--- src/rtl/rca_digit_seq.sv ---
// Digit-serial sequencer around an external 2-bit ripple-carry slice.
// Walks operand pairs through the slice two bits per cycle and checks each slice result.
module rca_digit_seq #(
    parameter int WIDTH = 8
) (
    input  logic             clk,
    input  logic             rst_n,
    input  logic             in_valid,
    output logic             in_ready,
    input  logic [WIDTH-1:0] in_a,
    input  logic [WIDTH-1:0] in_b,
    input  logic             in_ci,
    output logic [1:0]       slice_a,
    output logic [1:0]       slice_b,
    output logic             slice_ci,
    input  logic [2:0]       slice_s,
    output logic             out_valid,
    input  logic             out_ready,
    output logic [WIDTH-1:0] out_sum,
    output logic             out_co,
    output logic             busy,
    output logic             cmp_err
);

    localparam int ND   = WIDTH / 2;
    localparam int IDXW = (ND > 1) ? $clog2(ND) : 1;
    localparam int SHW  = $clog2(WIDTH) + 1;
    localparam logic [IDXW-1:0] LAST = IDXW'(ND - 1);

    typedef enum logic [1:0] {
        IDLE,
        RUN,
        DONE
    } state_t;

    state_t           state_q, state_d;
    logic [IDXW-1:0]  idx_q, idx_d;
    logic [WIDTH-1:0] a_q, a_d;
    logic [WIDTH-1:0] b_q, b_d;
    logic [WIDTH-1:0] sum_q, sum_d;
    logic             carry_q, carry_d;
    logic             err_q, err_d;

    logic [SHW-1:0]   base;
    logic [WIDTH-1:0] a_sh, b_sh;
    logic [2:0]       ref_s;

    assign base = SHW'({idx_q, 1'b0});
    assign a_sh = a_q >> base;
    assign b_sh = b_q >> base;

    always_comb begin
        state_d   = state_q;
        idx_d     = idx_q;
        a_d       = a_q;
        b_d       = b_q;
        sum_d     = sum_q;
        carry_d   = carry_q;
        err_d     = err_q;
        in_ready  = 1'b0;
        busy      = 1'b0;
        out_valid = 1'b0;
        out_sum   = '0;
        out_co    = 1'b0;
        slice_a   = 2'b00;
        slice_b   = 2'b00;
        slice_ci  = 1'b0;
        ref_s     = 3'b000;
        unique case (state_q)
            IDLE: begin
                in_ready = 1'b1;
                if (in_valid) begin
                    a_d     = in_a;
                    b_d     = in_b;
                    carry_d = in_ci;
                    idx_d   = '0;
                    state_d = RUN;
                end
            end
            RUN: begin
                busy     = 1'b1;
                slice_a  = a_sh[1:0];
                slice_b  = b_sh[1:0];
                slice_ci = carry_q;
                ref_s    = {1'b0, slice_a} + {1'b0, slice_b} + {2'b00, slice_ci};
                // Captured data always comes from the slice, never from the reference.
                sum_d    = (sum_q & ~(WIDTH'(3) << base))
                         | (WIDTH'(slice_s[1:0]) << base);
                carry_d  = slice_s[2];
                err_d    = err_q | (slice_s != ref_s);
                if (idx_q == LAST) begin
                    idx_d   = '0;
                    state_d = DONE;
                end else begin
                    idx_d = idx_q + 1'b1;
                end
            end
            DONE: begin
                out_valid = 1'b1;
                out_sum   = sum_q;
                out_co    = carry_q;
                if (out_ready) state_d = IDLE;
            end
            default: state_d = IDLE;
        endcase
    end

    always_ff @(posedge clk or negedge rst_n) begin
        if (!rst_n) begin
            state_q <= IDLE;
            idx_q   <= '0;
            a_q     <= '0;
            b_q     <= '0;
            sum_q   <= '0;
            carry_q <= 1'b0;
            err_q   <= 1'b0;
        end else begin
            state_q <= state_d;
            idx_q   <= idx_d;
            a_q     <= a_d;
            b_q     <= b_d;
            sum_q   <= sum_d;
            carry_q <= carry_d;
            err_q   <= err_d;
        end
    end

    assign cmp_err = err_q;

endmodule

--- config.mk ---
export PLATFORM = sky130hd
export DESIGN_NAME = rca_digit_seq
export DESIGN_NICKNAME = d
export VERILOG_FILES = /design/src/rtl/rca_digit_seq.sv
export SDC_FILE = /design/constraint.sdc
export NUM_CORES = 1
export LEC_CHECK = 0
export CAP_MARGIN = 20
export CORE_AREA = 3 3 61 63
export DETAILED_ROUTE_END_ITERATION = 12
export DIE_AREA = 0 0 64 66
export PLACE_DENSITY_LB_ADDON = 0.08
export SLEW_MARGIN = 10
export SYNTH_ARGS = -nofsm -noshare
export SYNTH_HDL_FRONTEND = slang
export SYNTH_SLANG_ARGS = --single-unit
--- constraint.sdc ---
create_clock -name clk -period 3.3 [get_ports clk]
set_input_delay 0.99 -clock clk [delete_from_list [all_inputs] [get_ports clk]]
set_output_delay 0.99 -clock clk [all_outputs]
set_load 0.05 [all_outputs]
==> impl_metrics.json, run 1 <==
{
  "critPathCapture": "busy",
  "die_area_um2": 4220,
  "die-height_um": 66,
  "rr_worst_depth": 7,
  "cts_max_level": 2,
  "combPwrFrac": 0.566,
  "cts_num_sinks": 30,
  "r2r_slack_ns": 0.93,
  "slowest_delay_ns": 0.83,
  "grt_overflow": 0,
  "crit_slowest_cell": "clkdlybuf4s50_1",
  "p_per_area_nw_per_um2": 1040,
  "status": "completed",
  "cp.arrival_ns": 2.16,
  "syn-num-nets": 149,
  "p_seq_frac": 0.323,
  "clk_pin_slew_ns": 0.10,
  "synth-edff-count": 0,
  "wl_per_cell_um": 14.5,
  "first_pass_iters": 4,
  "final_core_util": 0.612,
  "hpwlAfterDp_um": 2290,
  "avgSynthCellArea_um2": 12.7,
  "grtUsageTotal": 0.169,
  "hold_buffers": 0,
  "ant_nets": 0,
  "die_w_um": 64,
  "gp_congestion": 0.765,
  "remaining_drc_errors": 0,
  "max-cap-violations": 0,
  "core_um2": 3280,
  "switchingPower_mw": 0.924,
  "fp-row-count": 21,
  "ir_drop_mv": 0.627,
  "port_buffers": 41,
  "hold_violations": 0,
  "grt_pass1_vias": 1125,
  "n_antenna_cell": 0,
  "cts_buffer_depth": 2,
  "grt_first_pass_wirelength_um": 5260,
  "p_clk_frac": 0.110,
  "total_power_mw": 2.09,
  "ys.flop_type": "dfrtp_1",
  "sw_frac_of_total": 0.442,
  "min_path_type": "reg2reg",
  "r2r-start": "idx_q[0]$_DFFE_PN0P_",
  "seq_area_frac_synth": 0.496,
  "cp_cell_sequence": "nand2b_1, inv_4, clkdlybuf4s50_1",
  "worstSetupStartpointType": "flip-flop",
  "ys_seq_elements": 30,
  "rsz0062_at_grt": "no",
  "fin_nets": 192,
  "leakagePower_nw": 0.876,
  "wl_um": 3030,
  "fin_crit_sh": 0.956,
  "tightest_slew_ns": 0.509,
  "drive_above_1_share": 0.227,
  "clock_skew_ns": 0.0134,
  "cts_root_buffer": "clkbuf_4",
  "slew_headroom": 0.660,
  "grt_max_degree": 31,
  "cellInternalPower_mw": 1.17,
  "fmax_ghz": 0.317,
  "cp.required_ns": 2.31,
  "slew_viol_final": 0,
  "path_class": "reg2out",
  "min_period_ns": 3.15,
  "critPathMaxFanout": 11,
  "postSynthCellCount": 119,
  "yosysWarnings": 0,
  "initial_utilization": 0.461,
  "synth_cell_types": 27,
  "cts_tree": "done",
  "cts_inserted_buffers": 5,
  "drt_iter0_drc": 37,
  "finalSetupViolations": 0,
  "vias_per_cell": 5.02,
  "crit_start": "state_q[1]$_DFFE_PN0P_",
  "end_kind": "output pin",
  "reg2reg_to": "cmp_err$_DFFE_PN0P_",
  "io_pins": 42,
  "tns_ns": 0,
  "syn_area_um2": 1510,
  "antenna_found_initial": 0,
  "vias": 1050,
  "clk-insertion-delay-late_ns": 0.33,
  "syn_to_final_growth_pct": 32.7,
  "async_reset_ff_frac": 1.00
}
Yosys cell counts (2+ instances only):
cell type,n,share of area
a32o_1,4,0.026
o31ai_1,3,0.015
buf_4,2,0.0099
and2_1,8,0.033
fa_1,2,0.026
buf_6,3,0.022
xor2_1,3,0.017
a22o_1,4,0.023
nor2_1,9,0.022
mux4_2,4,0.060
buf_2,2,0.0066
nand2_2,2,0.0083
mux2_2,16,0.12
ha_1,4,0.033
nand2_1,3,0.0074
inv_1,8,0.020
nor2b_1,3,0.012
dfrtp_1,30,0.50
cells by family after synthesis:
| kind of cell | share of synthesized area |
|---|---|
| adder cells (fa/ha/maj) | 0.0595 |
| XOR/XNOR | 0.0174 |
| multiplexers | 0.179 |
| AO/OA/AOI/OAI | 0.0826 |
| flip-flops | 0.496 |
| AND/OR/NAND/NOR | 0.103 |
| buffers and inverters | 0.0628 |
final cells by class:
class	instances	area, um2
Clock buffer	6	51.3
Clock inverter	2	12.5
Fill cell	299	1270
Inverter	9	36.3
Multi-Input combinational cell	73	671
Sequential cell	30	753
Tap cell	46	57.6
Timing Repair Buffer	43	428
repair_timing:
item / in CTS / in global routing
pin swaps: 0 / 0
endpoints found under the setup margin: 4 / 11
hold endpoints to repair: 0 / 0
buffers inserted: 0 / 0
gates resized for setup: 3 / 4
layer usage:
layer,track usage,vias up,wire (um)
li1,-,497,-
met1,0.199,517,1250
met2,0.279,31,1560
met3,0.0527,5,167
met4,0.0809,0,44
met5,0,-,0
stage by stage:
step           area, um2  setup slack (ns)  hold WS (ns)  instances
2_1_floorplan       1510             0.750         0.458        119
3_3_place_gp        1940             0.300         0.441        201
3_5_place_dp        1940             0.258         0.464        201
4_1_cts             2000           0.00511         0.486        209
5_1_grt             2010            0.0128         0.508        209
6_report            2010             0.145         0.480        209
worst min-delay path by stage:
stage | slack [ns] | to | from | cells past startpoint
floorplan | 0.46 | sum_q[4]$_DFFE_PN0P_ | sum_q[4]$_DFFE_PN0P_ | 1
global placement | 0.44 | cmp_err$_DFFE_PN0P_ | cmp_err$_DFFE_PN0P_ | 1
detailed placement | 0.46 | cmp_err$_DFFE_PN0P_ | cmp_err$_DFFE_PN0P_ | 1
CTS | 0.49 | cmp_err$_DFFE_PN0P_ | cmp_err$_DFFE_PN0P_ | 1
global route | 0.51 | cmp_err$_DFFE_PN0P_ | cmp_err$_DFFE_PN0P_ | 1
finish | 0.48 | cmp_err$_DFFE_PN0P_ | cmp_err$_DFFE_PN0P_ | 1
flip-flops by register name (all words and copies together), names as in the netlist:
name     flops
a_q          8
b_q          8
sum_q        8
idx_q        2
state_q      2
carry_q      1
cmp_err      1
power by group through the flow:
stage                     sequential (mW)  combinational [mW]  clock [mW]
after floorplan                     0.616                1.00           0
after global routing                0.707                1.31       0.261
after CTS                           0.679                1.21       0.240
after detailed placement            0.687                1.22           0
final                               0.676                1.18       0.231
after global placement              0.678                1.20           0
worst max-delay path, delay by kind of cell (launching register included):
family / cells / cell delay, ns
buffers and inverters: 2 / 1.06
DFF: 1 / 0.42
and+or+nand+nor: 1 / 0.35
cells in the final DEF, fill, tap and decap left out, types with 3 or more instances in the layout:
master and count:
clkdlybuf4s50_1 37, dfrtp_1 28, mux2_2 16, nor2_1 9, inv_1 8, and2_1 8, clkbuf_4 5, mux4_2 4
a32o_1 4, a22o_1 4, ha_1 4, o31ai_1 3, xor2_1 3, nand2_1 3
Note: power is estimated with default switching activity, not from simulation.
==> run 2: changes to the inputs <==
- GPL_ROUTABILITY_DRIVEN: not set -> 0
==> results of run 2 <==
No change in the layout: final DEF, timing and power equal those of run 1.
==> run 3: changes to the inputs <==
- CORE_AREA: 3 3 61 63 -> 3 3 57 59
- CTS_CLUSTER_SIZE: not set -> 30
- DIE_AREA: 0 0 64 66 -> 0 0 60 62
- DONT_BUFFER_PORTS: not set -> 1
==> run 3 against run 2 <==
  * Clock-buffer cell count up 1
  * Cell count down 20%
  * Worst setup slack better by 0.32 ns
  * Sequential share of layout area rose by 7.4 points
  * Largest cell class unchanged
  * Register-to-register slack is essentially flat
  * First-iteration DRC count down 14%
  * Flip-flop and latch count stayed put
  * Critical path type unchanged
  * Core utilization shrank 0.47 points
  * Critical endpoint is now slice_a[1]
==> impl_metrics.json, run 3 (synthesis gave the netlist of run 1 again) <==
{
  "hpwlAfterDp_um": 2120,
  "dr.max_layer_used": "met4",
  "grt_pass1_vias": 986,
  "wl_met2_um": 1340,
  "place_ws_ns": 0.789,
  "syn_to_final_growth_pct": 10.6,
  "wl_met3_um": 229,
  "first_pass_iters": 4,
  "tns_ns": 0,
  "r2r-start": "idx_q[1]$_DFFE_PN0P_",
  "critPathMaxFanout": 9,
  "slew_headroom": 0.401,
  "port_buffers": 0,
  "combPwrFrac": 0.553,
  "p_clk_frac": 0.111,
  "cp.required_ns": 2.31,
  "wl_met1_um": 1180,
  "initial_utilization": 0.549,
  "cts_inserted_buffers": 5,
  "grt_max_degree": 31,
  "wl_um": 2790,
  "hold_buffers": 0,
  "p_seq_frac": 0.336,
  "grt_first_pass_wirelength_um": 4560,
  "cts_max_level": 2,
  "fin_crit_sh": 0.859,
  "finalSetupViolations": 0,
  "remaining_drc_errors": 0,
  "r2r_slack_ns": 0.92,
  "die_area_um2": 3720,
  "die-height_um": 62,
  "ctsResizeCount": 0,
  "crit_slowest_cell": "dfrtp_1",
  "layout_commonest_cell": "dfrtp_1",
  "min_period_ns": 2.83,
  "grt_overflow": 0,
  "sw_frac_of_total": 0.446,
  "slowest_delay_ns": 0.60,
  "cp.arrival_ns": 1.84,
  "top_regs": "a_q: 8 flops, b_q: 8 flops, sum_q: 8 flops",
  "antenna_found_initial": 0,
  "setup_ws_ns": 0.466,
  "status": "completed",
  "path_class": "reg2out",
  "critPathBufInv": 2,
  "dpl_cell_area_um2": 1610,
  "rsz0062_at_grt": "no",
  "fp-row-count": 19,
  "critical_path.top_delay_family": "flip-flops",
  "mostFrequentLayoutCells": "dfrtp_1 (30), mux2_2 (16), buf_4 (16), nor2_1 (9)",
  "cts_buffer_depth": 2,
  "n_antenna_cell": 0,
  "post_cts_buffers": 0,
  "clk_pin_slew_ns": 0.10,
  "grtUsageTotal": 0.173,
  "tightest_slew_ns": 0.895,
  "core_um2": 2760,
  "vias_per_cell": 5.57,
  "fmax_ghz": 0.353,
  "clock_skew_ns": 0.0106,
  "drive_above_1_share": 0.346,
  "switchingPower_mw": 0.892,
  "slew_viol_final": 0,
  "end_kind": "output pin",
  "p_per_area_nw_per_um2": 1200,
  "worstSetupStartpointType": "flip-flop",
  "hold_violations": 0,
  "leakagePower_nw": 0.766,
  "fin_nets": 165,
  "crit_start": "idx_q[0]$_DFFE_PN0P_",
  "wl_per_cell_um": 16.7,
  "holdWs_ns": 0.348,
  "final_core_util": 0.607,
  "cellInternalPower_mw": 1.11,
  "stdcell_area_um2": 1670,
  "io_pins": 42,
  "drt_iter0_drc": 32,
  "cts_tree": "done",
  "cts_root_buffer": "clkbuf_4",
  "vias": 931,
  "cts_num_sinks": 30,
  "cp_cell_sequence": "mux4_2, inv_1, nor2_1, buf_4",
  "ir_drop_mv": 0.725,
  "ant_nets": 0,
  "clk-insertion-delay-late_ns": 0.32,
  "die_w_um": 60,
  "max-cap-violations": 0,
  "min_path_type": "in2async"
}
run 3: cell count changes in the layout (fill, tap and decap cells not counted), sizes merged:
| cell | delta |
|---|---|
| clkinvlp | -1 |
| clkbuf | +1 |
| dlygate4sd2 | -2 |
| clkdlybuf4s50 | -37 |
| buf | +14 |
| dlymetal6s2s | -2 |
run 3: per-stage QoR:
step           cells  total power, mW
5_1_grt          167             2.17
2_1_floorplan    119             1.62
3_5_place_dp     159             1.80
6_report         167             2.00
4_1_cts          167             2.03
3_3_place_gp     159             1.78
run 3: worst register-to-register path, stage by stage (launching register included):
cell and delay [ns]:
dfrtp_1 0.64, mux4_2 0.28, inv_1 0.06, fa_1 0.40
fa_1 0.50, xor2_1 0.15, nand3_1 0.08, a21o_1 0.17
run 3: layer usage:
metal	GRT usage	vias to the layer above
met5	0	-
met4	0.0854	0
met3	0.0702	5
met2	0.272	31
met1	0.207	455
li1	-	440
run 3: power groups by stage:
stage | combinational [mW] | clock, mW | sequential, mW
floorplan | 1.00 | 0 | 0.616
global placement | 1.11 | 0 | 0.675
detailed placement | 1.12 | 0 | 0.686
CTS | 1.12 | 0.232 | 0.677
global route | 1.22 | 0.250 | 0.703
finish | 1.11 | 0.222 | 0.673
run 3: area by class of cell:
cell class / instances / area [um2]
fill: 252 / 1080
sequential: 30 / 751
multi-input combinational: 73 / 668
timing repair buffer: 16 / 120
clock buffer: 7 / 55.1
tap: 31 / 38.8
inverter: 9 / 36.3
clock inverter: 1 / 5.00
run 3: final timing paths:
kind                       cells after the start                   end
min in group clk                               1  sum_q[5]$_DFFE_PN0P_
max reg2reg                                    7   cmp_err$_DFFE_PN0P_
min reg2reg                                    1  sum_q[5]$_DFFE_PN0P_
max                                            4            slice_a[1]
min                                            0  sum_q[7]$_DFFE_PN0P_
max in group asynchronous                      0    b_q[3]$_DFFE_PN0P_
